**src/rtl/hazard_ctrl_pkg.sv**
```systemverilog
// Shared types for the pipeline hazard controller: register select, FSM
// state and the bundle of latch enables/flushes it drives.
package hazard_ctrl_pkg;

  localparam int REG_W = 5;

  typedef logic [REG_W-1:0] regbits_t;

  typedef enum logic [1:0] {
    RUN       = 2'd0,
    DWAIT     = 2'd1,
    FLUSHPEND = 2'd2,
    HALT      = 2'd3
  } hazard_state_t;

  // Bit order matches the latch order down the pipe, enables then flushes.
  typedef struct packed {
    logic pcEn;
    logic ifidEn;
    logic idexEn;
    logic exmemEn;
    logic memwbEn;
    logic ifidFlush;
    logic idexFlush;
    logic exmemFlush;
  } hz_ctrl_t;

  localparam hz_ctrl_t CTRL_GO  = 8'b11111_000;
  localparam hz_ctrl_t CTRL_OFF = 8'b00000_000;

endpackage

```
**src/rtl/hazard_ctrl_if.sv**
```systemverilog
// Hazard controller bus: every controller signal except clock and reset.
// hz is the controller side, tb the pipeline/bench side.
interface hazard_if #(parameter int REGW = 5);
  logic            ihit;
  logic            dhit;
  logic            mem_dREN;
  logic            mem_dWEN;
  logic            ex_dREN;
  logic [REGW-1:0] ex_writeReg;
  logic [REGW-1:0] id_rs;
  logic [REGW-1:0] id_rt;
  logic            id_uses_rt;
  logic            mem_branch_taken;
  logic            id_jump;
  logic            wb_halt;
  logic            pc_en;
  logic            ifid_en;
  logic            idex_en;
  logic            exmem_en;
  logic            memwb_en;
  logic            ifid_flush;
  logic            idex_flush;
  logic            exmem_flush;
  logic            halted;
  logic [1:0]      hz_state;
  logic [31:0]     stall_cycles;
  logic [31:0]     flush_count;

  modport hz (
    input  ihit, dhit, mem_dREN, mem_dWEN, ex_dREN, ex_writeReg, id_rs, id_rt,
           id_uses_rt, mem_branch_taken, id_jump, wb_halt,
    output pc_en, ifid_en, idex_en, exmem_en, memwb_en,
           ifid_flush, idex_flush, exmem_flush, halted, hz_state,
           stall_cycles, flush_count
  );

  modport tb (
    output ihit, dhit, mem_dREN, mem_dWEN, ex_dREN, ex_writeReg, id_rs, id_rt,
           id_uses_rt, mem_branch_taken, id_jump, wb_halt,
    input  pc_en, ifid_en, idex_en, exmem_en, memwb_en,
           ifid_flush, idex_flush, exmem_flush, halted, hz_state,
           stall_cycles, flush_count
  );
endinterface

```
**src/rtl/hazard_ctrl_load_use_detect.sv**
```systemverilog
// Load-use compare: the load in EX writes a register the ID instruction
// reads. $0 is never a real dependency.
module load_use_detect #(parameter int REGW = 5) (
  input  logic            exDRen,
  input  logic [REGW-1:0] exWriteReg,
  input  logic [REGW-1:0] idRs,
  input  logic [REGW-1:0] idRt,
  input  logic            idUsesRt,
  output logic            luse
);
  assign luse = exDRen && (exWriteReg != '0) &&
                ((exWriteReg == idRs) || (idUsesRt && (exWriteReg == idRt)));
endmodule

```
**src/rtl/hazard_ctrl.sv**
```systemverilog
// Pipeline sequencing controller for the 5-stage MIPS datapath. Drives all
// latch enables and bubble flushes; outputs are combinational from state and
// inputs. Optional perf counters are built when HAZARD_PERF_EN is defined,
// otherwise stall_cycles/flush_count read as zero.
module hazard_ctrl
  import hazard_ctrl_pkg::*;
#(
  parameter int REGW = 5  // must match $bits(regbits_t)
) (
  input logic CLK,
  input logic RST,
  hazard_if.hz bus
);

  hazard_state_t state, nextState;
  hz_ctrl_t      ctrl;
  logic          luse, dStall, fireBr, fireJmp;

  load_use_detect #(.REGW(REGW)) uLuse (
    .exDRen    (bus.ex_dREN),
    .exWriteReg(bus.ex_writeReg),
    .idRs      (bus.id_rs),
    .idRt      (bus.id_rt),
    .idUsesRt  (bus.id_uses_rt),
    .luse      (luse)
  );

  assign dStall = (bus.mem_dREN | bus.mem_dWEN) & ~bus.dhit;

  // Priority resolution of stalls/flushes and next-state selection.
  always_comb begin
    ctrl      = CTRL_GO;
    nextState = state;
    fireBr    = 1'b0;
    fireJmp   = 1'b0;
    case (state)
      HALT: ctrl = CTRL_OFF;
      FLUSHPEND: begin
        if (bus.wb_halt) begin
          ctrl      = CTRL_OFF;
          nextState = HALT;
        end else if (dStall) begin
          ctrl = CTRL_OFF;  // hold the pending discard until memory frees
        end else if (bus.mem_branch_taken) begin
          ctrl.ifidFlush  = 1'b1;
          ctrl.idexFlush  = 1'b1;
          ctrl.exmemFlush = 1'b1;
          fireBr          = 1'b1;
          nextState       = bus.ihit ? RUN : FLUSHPEND;
        end else begin
          // Wrong-path fetch still in flight: keep PC on the target and
          // throw away whatever lands in IF/ID, including the returning word.
          ctrl.pcEn      = 1'b0;
          ctrl.ifidFlush = 1'b1;
          nextState      = bus.ihit ? RUN : FLUSHPEND;
        end
      end
      default: begin  // RUN, and DWAIT once the data access completes
        if (state == DWAIT && !bus.dhit) begin
          ctrl = CTRL_OFF;
        end else if (bus.wb_halt) begin
          ctrl      = CTRL_OFF;
          nextState = HALT;
        end else if (dStall) begin
          ctrl      = CTRL_OFF;
          nextState = DWAIT;
        end else if (bus.mem_branch_taken) begin
          ctrl.ifidFlush  = 1'b1;
          ctrl.idexFlush  = 1'b1;
          ctrl.exmemFlush = 1'b1;
          fireBr          = 1'b1;
          nextState       = bus.ihit ? RUN : FLUSHPEND;
        end else if (luse) begin
          ctrl.pcEn      = 1'b0;
          ctrl.ifidEn    = 1'b0;
          ctrl.idexFlush = 1'b1;
          nextState      = RUN;
        end else if (bus.id_jump) begin
          ctrl.ifidFlush = 1'b1;
          fireJmp        = 1'b1;
          nextState      = bus.ihit ? RUN : FLUSHPEND;
        end else if (!bus.ihit) begin
          ctrl.pcEn      = 1'b0;
          ctrl.ifidFlush = 1'b1;
          nextState      = RUN;
        end else begin
          nextState = RUN;
        end
      end
    endcase
    if (RST) ctrl = CTRL_OFF;
  end

  // State register; reset forgets any pending wrong-path fetch.
  always_ff @(posedge CLK or posedge RST) begin
    if (RST) state <= RUN;
    else     state <= nextState;
  end

  assign bus.pc_en       = ctrl.pcEn;
  assign bus.ifid_en     = ctrl.ifidEn;
  assign bus.idex_en     = ctrl.idexEn;
  assign bus.exmem_en    = ctrl.exmemEn;
  assign bus.memwb_en    = ctrl.memwbEn;
  assign bus.ifid_flush  = ctrl.ifidFlush;
  assign bus.idex_flush  = ctrl.idexFlush;
  assign bus.exmem_flush = ctrl.exmemFlush;
  assign bus.halted      = (state == HALT) & ~RST;
  assign bus.hz_state    = state;

`ifdef HAZARD_PERF_EN
  logic [31:0] stallCnt, flushCnt;

  // Saturating stall/flush counters, frozen once halted.
  always_ff @(posedge CLK or posedge RST) begin
    if (RST) begin
      stallCnt <= '0;
      flushCnt <= '0;
    end else if (state != HALT) begin
      if (!ctrl.pcEn && stallCnt != '1)           stallCnt <= stallCnt + 32'd1;
      if ((fireBr || fireJmp) && flushCnt != '1)  flushCnt <= flushCnt + 32'd1;
    end
  end

  assign bus.stall_cycles = stallCnt;
  assign bus.flush_count  = flushCnt;
`else
  assign bus.stall_cycles = '0;
  assign bus.flush_count  = '0;
`endif

endmodule

```
**src/flat_wrapper.sv**
```systemverilog
// flat-port wrapper written by rule: the top's interface ports become plain ports
module hazard_ctrl_flat import hazard_ctrl_pkg::*;
#(
  parameter int REGW = 5                                
)
  (CLK, RST, bus_ihit, bus_dhit, bus_mem_dREN, bus_mem_dWEN, bus_ex_dREN, bus_ex_writeReg, bus_id_rs, bus_id_rt, bus_id_uses_rt, bus_mem_branch_taken, bus_id_jump, bus_wb_halt, bus_pc_en, bus_ifid_en, bus_idex_en, bus_exmem_en, bus_memwb_en, bus_ifid_flush, bus_idex_flush, bus_exmem_flush, bus_halted, bus_hz_state, bus_stall_cycles, bus_flush_count);
  hazard_if #(.REGW(REGW)) bus_i ();
  input logic CLK;
  input logic RST;
  input wire logic [$bits(bus_i.ihit)-1:0] bus_ihit;
  input wire logic [$bits(bus_i.dhit)-1:0] bus_dhit;
  input wire logic [$bits(bus_i.mem_dREN)-1:0] bus_mem_dREN;
  input wire logic [$bits(bus_i.mem_dWEN)-1:0] bus_mem_dWEN;
  input wire logic [$bits(bus_i.ex_dREN)-1:0] bus_ex_dREN;
  input wire logic [$bits(bus_i.ex_writeReg)-1:0] bus_ex_writeReg;
  input wire logic [$bits(bus_i.id_rs)-1:0] bus_id_rs;
  input wire logic [$bits(bus_i.id_rt)-1:0] bus_id_rt;
  input wire logic [$bits(bus_i.id_uses_rt)-1:0] bus_id_uses_rt;
  input wire logic [$bits(bus_i.mem_branch_taken)-1:0] bus_mem_branch_taken;
  input wire logic [$bits(bus_i.id_jump)-1:0] bus_id_jump;
  input wire logic [$bits(bus_i.wb_halt)-1:0] bus_wb_halt;
  output wire logic [$bits(bus_i.pc_en)-1:0] bus_pc_en;
  output wire logic [$bits(bus_i.ifid_en)-1:0] bus_ifid_en;
  output wire logic [$bits(bus_i.idex_en)-1:0] bus_idex_en;
  output wire logic [$bits(bus_i.exmem_en)-1:0] bus_exmem_en;
  output wire logic [$bits(bus_i.memwb_en)-1:0] bus_memwb_en;
  output wire logic [$bits(bus_i.ifid_flush)-1:0] bus_ifid_flush;
  output wire logic [$bits(bus_i.idex_flush)-1:0] bus_idex_flush;
  output wire logic [$bits(bus_i.exmem_flush)-1:0] bus_exmem_flush;
  output wire logic [$bits(bus_i.halted)-1:0] bus_halted;
  output wire logic [$bits(bus_i.hz_state)-1:0] bus_hz_state;
  output wire logic [$bits(bus_i.stall_cycles)-1:0] bus_stall_cycles;
  output wire logic [$bits(bus_i.flush_count)-1:0] bus_flush_count;
  assign bus_i.ihit = bus_ihit;
  assign bus_i.dhit = bus_dhit;
  assign bus_i.mem_dREN = bus_mem_dREN;
  assign bus_i.mem_dWEN = bus_mem_dWEN;
  assign bus_i.ex_dREN = bus_ex_dREN;
  assign bus_i.ex_writeReg = bus_ex_writeReg;
  assign bus_i.id_rs = bus_id_rs;
  assign bus_i.id_rt = bus_id_rt;
  assign bus_i.id_uses_rt = bus_id_uses_rt;
  assign bus_i.mem_branch_taken = bus_mem_branch_taken;
  assign bus_i.id_jump = bus_id_jump;
  assign bus_i.wb_halt = bus_wb_halt;
  assign bus_pc_en = bus_i.pc_en;
  assign bus_ifid_en = bus_i.ifid_en;
  assign bus_idex_en = bus_i.idex_en;
  assign bus_exmem_en = bus_i.exmem_en;
  assign bus_memwb_en = bus_i.memwb_en;
  assign bus_ifid_flush = bus_i.ifid_flush;
  assign bus_idex_flush = bus_i.idex_flush;
  assign bus_exmem_flush = bus_i.exmem_flush;
  assign bus_halted = bus_i.halted;
  assign bus_hz_state = bus_i.hz_state;
  assign bus_stall_cycles = bus_i.stall_cycles;
  assign bus_flush_count = bus_i.flush_count;
  hazard_ctrl #(.REGW(REGW)) u_core (.CLK(CLK), .RST(RST), .bus(bus_i));
endmodule
```
**config.mk**
```make
export PLATFORM = sky130hd
export DESIGN_NAME = hazard_ctrl_flat
export DESIGN_NICKNAME = d
export VERILOG_FILES = /design/src/rtl/hazard_ctrl_pkg.sv /design/src/rtl/hazard_ctrl_if.sv /design/src/rtl/hazard_ctrl_load_use_detect.sv /design/src/rtl/hazard_ctrl.sv /design/src/flat_wrapper.sv
export SDC_FILE = /design/constraint.sdc
export NUM_CORES = 1
export LEC_CHECK = 0
export ABC_AREA = 1
export BUFFER_PORTS_ARGS = -buffer_cell sky130_fd_sc_hd__buf_2
export CAP_MARGIN = 20
export CORE_ASPECT_RATIO = 1.5
export CORE_MARGIN = 1.5
export CORE_UTILIZATION = 37
export CTS_BUF_LIST = sky130_fd_sc_hd__clkbuf_8
export CTS_CLUSTER_DIAMETER = 200
export CTS_CLUSTER_SIZE = 24
export DETAILED_ROUTE_END_ITERATION = 8
export GPL_TIMING_DRIVEN = 0
export PLACE_DENSITY = 0.87
export SLEW_MARGIN = 25
export SYNTH_ARGS = -nofsm -noshare
export SYNTH_HDL_FRONTEND = slang
export SYNTH_SLANG_ARGS = --single-unit
```
**constraint.sdc**
```tcl
create_clock -name CLK -period 1.75 [get_ports CLK]
set_clock_uncertainty 0.2 [all_clocks]
set_input_delay 0.35 -clock CLK [delete_from_list [all_inputs] [get_ports CLK]]
set_output_delay 0.35 -clock CLK [all_outputs]
set_load 0.01 [all_outputs]
```
==> impl_results.md, run 1 <==
* Run status: complete, but fails checks
* Violated checks: setup timing
* Startpoint Class: flip-flop
* Number of placed cells counting well taps at 302
* Utilization after layout at 63.1%
* Share of final-layout standard cells stronger than drive strength 1 at 46.0%
* Avg Vias per Cell at 3.53
* Period minus WS final at 1.99 ns
* Average wire per cell in the routed design at 7.07 um
* Period Utilization, post-route at 114%
* Delay of the slowest cell on the worst path at 0.38 ns
* Total wirelength of the detailed-routed design at 2210 um
* Share of Yosys cell area claimed by the top area cell type at 50.1%
* Proportion of synthesized chip area in sequential cells at 5.06%
* Initial cell density of the core at 39.5%
* Leakage Power at 1.13 nW
* Final Hold Fails at 0
* Peak VDD IR at 0.245 mV
* Vias after detailed routing at 1102
* Sum of negative setup slack at -1.42 ns
* Number of instances in the synthesized netlist at 167
* Number of distinct library cells after synthesis at 21
* Vias in the first global route at 937
* Sum of net half-perimeters after detailed placement at 1910 um
* Unrepaired setup endpoints after global routing: yes
* Root buf cell: sky130_fd_sc_hd__clkbuf_8
* Yosys top cell by area: sky130_fd_sc_hd__buf_4
* Antenna violations before repair at 0
* Post-Layout Cell Count at 312
* Setup CP Type: flip-flop to output pin
* Area growth from synthesis to layout at 59.8%
* YS warnings at 0
* Die boundary width at 45.2 um
* Chip Height at 66.3 um
* Total standard cell area after synthesis at 990 um2
* Tot Pwr at 499 uW
* Number of diodes added for antenna fixing at 0
* Highest achievable clock rate at 503 MHz
* Clock network latency to the later pin of the worst-skew pair at 0.21 ns
* Critical path cell sequence: inv_1, nor2_2, nor2_4, nand2_4, inv_4, buf_4, nand3_1, inv_1, buf_2
* Number of flip-flops under the largest register name at 2
* Top cell by count, worst path: sky130_fd_sc_hd__inv_1
* Die Outline Area at 3000 um2
* Number of nets in the finished design at 304
* Standard-cell row count at 22
* Endpoint class of the critical path: output pin
* Share of flip-flops with an asynchronous set or reset at 100%
* Most common library cells after synthesis: 66 x sky130_fd_sc_hd__buf_4, 32 x sky130_fd_sc_hd__nand2_1, 22 x sky130_fd_sc_hd__inv_1, 12 x sky130_fd_sc_hd__nor2_1
* Final-report max-slew violation count at 0
* Max-capacitance violation count at 0
* Total setup violations reported at the end of the flow at 8
* Maximum level of the CTS H-tree at 1
* Global-route wire length before repair at 3290 um
* Worst hold slack at 0.293 ns
* CP Data Arrival Time at 1.44 ns
* Predominant post-synthesis flop cell: sky130_fd_sc_hd__dfrtp_1
* Cell with the largest stage delay on the worst path: sky130_fd_sc_hd__dfrtp_1
* Biggest fanout along the worst timing path at 4
* Worst setup margin at -0.237 ns
* Largest buffer count on any clock path at 2
* Remaining antenna violation count at 0
* First drt pass iteration count at 4
* Final estimated routing congestion in global placement at 0.766
* Global-route usage over all layers at 14.1%
* CTS sink count at 2
* TritonCTS clock tree: built
* Min-delay worst type: primary input to flip-flop
* Required arrival time at the worst endpoint at 1.20 ns
* PortBufs at 36
* Grt ovf at 0
* Ports at 101
* Largest net degree at the start of global routing at 6
* Areal power density over the cells at 315 nW/um2
* Post-synth EDFFs at 0
* Number of clock buffers inserted by TritonCTS at 3
* Floorplan Core Area at 2500 um2
* Top-count cell post-synth: sky130_fd_sc_hd__buf_4
* Number of synthesized register bits at 2
* Avg Synthesized Cell Area at 5.93 um2
* Kind of cell with the highest combined delay on the critical path: simple AND/OR/NAND/NOR gates
* Clock slew at reported path FFs at 0.03 ns
* Area contributors post-synth: sky130_fd_sc_hd__buf_4 50%, sky130_fd_sc_hd__nand2_1 12%, sky130_fd_sc_hd__inv_1 8.3%
* Buffer and inverter count on the worst path at 5
* Total DRC errors in the routed layout at 0
* Violation count after the first detailed-route iteration at 9
worst reg2reg max path, delay by kind of cell, from the launching register on:
family                 cells  cell delay [ns]
buffers and inverters      2             0.31
and+or+nand+nor            3             0.44
AOI/OAI and AO/OA          1             0.14
DFF                        1             0.37
metrics by stage:
step / cell area, um2 / worst slack (ns)
floorplan: 1230 / 0.0329
global placement: 1450 / -0.100
detailed placement: 1450 / -0.128
CTS: 1570 / -0.225
global route: 1580 / -0.355
finish: 1580 / -0.237
area by class of cell:
cell class | count | area [um2]
plain buffers | 66 | 495
fillers | 227 | 923
multi-input cells | 135 | 592
well taps | 36 | 45.0
clock buffers | 3 | 41.3
repair buffers | 43 | 254
flip-flops and latches | 2 | 50.0
inverters | 27 | 104
cells by family (layout without fill, tap and decap cells):
group	Yosys count	after routing	synth area share, %
flip-flops	2	2	5.06
AND/OR/NAND/NOR	62	62	27.9
buffers and inverters	93	139	60.6
XOR/XNOR	1	1	0.885
AO/OA/AOI/OAI	8	8	5.18
other	1	64	0.379
path summary, 6_finish.rpt:
kind,start,end,slack [ns],depth (start not counted)
worst max-delay path,u_core.bus.hz_state[0],bus_ifid_flush,-0.24,9
worst min-delay path,bus_ihit,u_core.bus.hz_state[1],0.29,4
worst max register to register,u_core.bus.hz_state[1],u_core.bus.hz_state[1],0.21,6
worst min register to register,u_core.bus.hz_state[1],u_core.bus.hz_state[0],0.47,3
max in group asynchronous,RST,u_core.bus.hz_state[1],0.85,3
min in group asynchronous,RST,u_core.bus.hz_state[0],0.37,3
placed cells by master, fill, tap and decap left out, drive strengths merged:
master / synthesis / layout
dlygate4sd3: 0 / 1
conb: 1 / 64
nand4: 2 / 2
buf: 66 / 108
nor4: 2 / 2
o211ai: 1 / 1
dfrtp: 2 / 2
xnor2: 1 / 1
nor2: 16 / 16
a31oi: 1 / 1
nand3: 5 / 5
inv: 27 / 27
o21ai: 3 / 3
a21oi: 3 / 3
clkbuf: 0 / 3
nand2: 37 / 37
power by group:
group	total, mW	internal [mW]	switching [mW]
Clock	0.182	0.145	0.0370
Sequential	0.0466	0.0466	0
Combinational	0.270	0.136	0.134
Total	0.499	0.328	0.171
per-layer routing:
layer,vias to the layer above,global-route usage [%],wire length (um)
li1,592,-,-
met1,432,11.3,668
met2,74,30.0,1260
met3,4,3.55,258
met4,0,4.04,20
met5,-,0,0
what timing repair did:
action / in CTS / in global routing
resized for setup: 3 / 3
endpoints found under the setup margin: 8 / 8
hold buffers: 1 / 0
pin swaps: 4 / 3
hold endpoints to repair: 2 / 0
buffers inserted: 6 / 0
gates cloned: 0 / 0
Note: power is estimated with default switching activity, not from simulation.
==> run 2: changes to the inputs <==
==> constraint.sdc (replaced) <==
create_clock -name CLK -period 1.75 [get_ports CLK]
set_clock_uncertainty 0.2 [all_clocks]
set_input_delay 0.0875 -clock CLK [delete_from_list [all_inputs] [get_ports CLK]]
set_output_delay 0.0875 -clock CLK [all_outputs]
set_load 0.01 [all_outputs]
==> impl_results.md, run 2 (synthesis gave the netlist of run 1 again) <==
* Most frequent standard cell in the layout excluding fill and tap cells: sky130_fd_sc_hd__buf_4
* Origin of the critical flop-to-flop path: u_core.bus.hz_state[1]
* Floorplan Core Area at 2500 um2
* Clock group share of total power at 36.7%
* Sum of net half-perimeters after detailed placement at 1860 um
* Vias in the first global route at 892
* Min-delay worst type: primary input to flip-flop
* Vias after detailed routing at 1096
* Antenna violations before repair at 0
* Switching power at 168 uW
* CTS sink count at 2
* Largest net degree at the start of global routing at 7
* Total setup violations reported at the end of the flow at 0
* Violation count after the first detailed-route iteration at 16
* Avg Vias per Cell at 3.55
* Endpoint class of the critical path: output pin
* Clock slew at reported path FFs at 0.03 ns
* Total DRC errors in the routed layout at 0
* Remaining antenna violation count at 0
* Top cell by count, worst path: sky130_fd_sc_hd__nand2_2
* Final estimated routing congestion in global placement at 0.758
* Startpoint Class: flip-flop
* Number of clock buffers inserted by TritonCTS at 3
* Maximum level of the CTS H-tree at 1
* Final-report max-slew violation count at 0
* Clock network latency to the later pin of the worst-skew pair at 0.21 ns
* Delay of the slowest cell on the worst path at 0.40 ns
* CP Data Arrival Time at 1.46 ns
* Unrepaired setup endpoints after global routing: yes
* Total wirelength of the detailed-routed design at 2080 um
* Standard-cell row count at 22
* Final design area excluding fillers at 1530 um2
* Setup CP Type: flip-flop to output pin
* Final Hold Fails at 0
* Cell with the largest stage delay on the worst path: sky130_fd_sc_hd__dfrtp_1
* Cell depth of the worst hold path at 4
* Ports at 101
* Combinational share of power at 53.9%
* TritonCTS clock tree: built
* Critical path cell sequence: nand2_2, nand2_2, nor2_2, nand2_2, inv_4, nand2_4, a21oi_2, nand2_1, inv_1, buf_2
* Grt ovf at 0
* Number of diodes added for antenna fixing at 0
* Average wire per cell in the routed design at 6.74 um
* Global-route wire length before repair at 3120 um
* Period minus WS final at 1.74 ns
* Most used cells in the layout excluding fill and tap cells: 69 x sky130_fd_sc_hd__buf_4, 64 x sky130_fd_sc_hd__conb_1, 36 x sky130_fd_sc_hd__buf_2, 32 x sky130_fd_sc_hd__nand2_1, 22 x sky130_fd_sc_hd__inv_1
* Required arrival time at the worst endpoint at 1.46 ns
* Hold wc startpoint: bus_ihit
* First drt pass iteration count at 4
* Flop pwr share at 9.4%
* Share of final-layout standard cells stronger than drive strength 1 at 45.4%
* Peak VDD IR at 0.216 mV
* Internal power at 327 uW
* Highest achievable clock rate at 574 MHz
* Areal power density over the cells at 324 nW/um2
* Die Outline Area at 3000 um2
* Switching part of the total at 34.0%
* Leakage Power at 1.10 nW
* Number of nets in the finished design at 301
* Largest buffer count on any clock path at 2
* Area growth from synthesis to layout at 54.6%
* Biggest fanout along the worst timing path at 4
* Sum of negative setup slack at 0 ns
* Run status: finished clean
* Period Utilization, post-route at 99.6%
* Number of flip-flops under the largest register name at 2
* Crit path launch: u_core.bus.hz_state[0]
* Global-route usage over all layers at 13.2%
* Root buf cell: sky130_fd_sc_hd__clkbuf_8
* Max-capacitance violation count at 0
* Die boundary width at 45.2 um
* Reg2reg path depth at 7
* PortBufs at 36
* Chip Height at 66.3 um
* Initial cell density of the core at 39.5%
* Instance area at placement at 1450 um2
## run 2: layer usage
metal,up-vias,part of all wire [%],global-route usage [%]
li1,578,-,-
met1,442,29,12.5
met2,74,55,26.4
met3,2,15,2.73
met4,0,0.67,3.68
met5,-,0,0
## run 2: power by group through the flow
stage	Sequential, mW	Clock [mW]	Combinational (mW)
after floorplan	0.0471	0	0.213
after global placement	0.0471	0	0.255
after detailed placement	0.0471	0	0.258
after CTS	0.0466	0.184	0.260
after global routing	0.0466	0.189	0.296
final	0.0466	0.182	0.267
## run 2: layout make-up
cell class,instances,area (um2)
clock buffers,3,41.3
fillers,245,975
flip-flops and latches,2,50.0
well taps,36,45.0
inverters,27,104
plain buffers,66,495
multi-input cells,135,582
repair buffers,40,213
## run 2: worst paths after layout
kind                                               end  slack [ns]
max in group asynchronous       u_core.bus.hz_state[1]        1.10
worst min-delay path            u_core.bus.hz_state[1]       0.009
min in group asynchronous       u_core.bus.hz_state[0]        0.12
worst min register to register  u_core.bus.hz_state[0]        0.48
worst max register to register  u_core.bus.hz_state[1]        0.19
worst max-delay path                         bus_pc_en       0.006
## run 2: metrics by stage
step | std cells | worst slack [ns] | hold slack [ns] | power, mW | utilization, %
floorplan | 230 | 0.258 | -0.355 | 0.260 | -
global placement | 302 | 0.227 | -0.239 | 0.302 | 57.9
detailed placement | 302 | 0.194 | -0.230 | 0.305 | 57.9
CTS | 308 | 0.00672 | 0.0116 | 0.490 | 60.6
global route | 309 | -0.119 | 0.0395 | 0.531 | 61.1
finish | 309 | 0.00636 | 0.00878 | 0.495 | 61.1
## run 2: critical path, delay by kind of cell, from the launching register on
kind / cells / cell delay [ns]
buf+inv: 3 / 0.25
flops: 1 / 0.40
compound gates: 1 / 0.12
simple gates: 6 / 0.47
## run 2: repair_timing
| item | CTS | global route |
|---|---|---|
| buffers inserted | 2 | 1 |
| setup endpoints to repair | 1 | 2 |
| cloned | 0 | 0 |
| pin swaps | 1 | 2 |
| hold endpoints to repair | 2 | 0 |
| hold buffers | 1 | 0 |
| gates resized for setup | 0 | 1 |
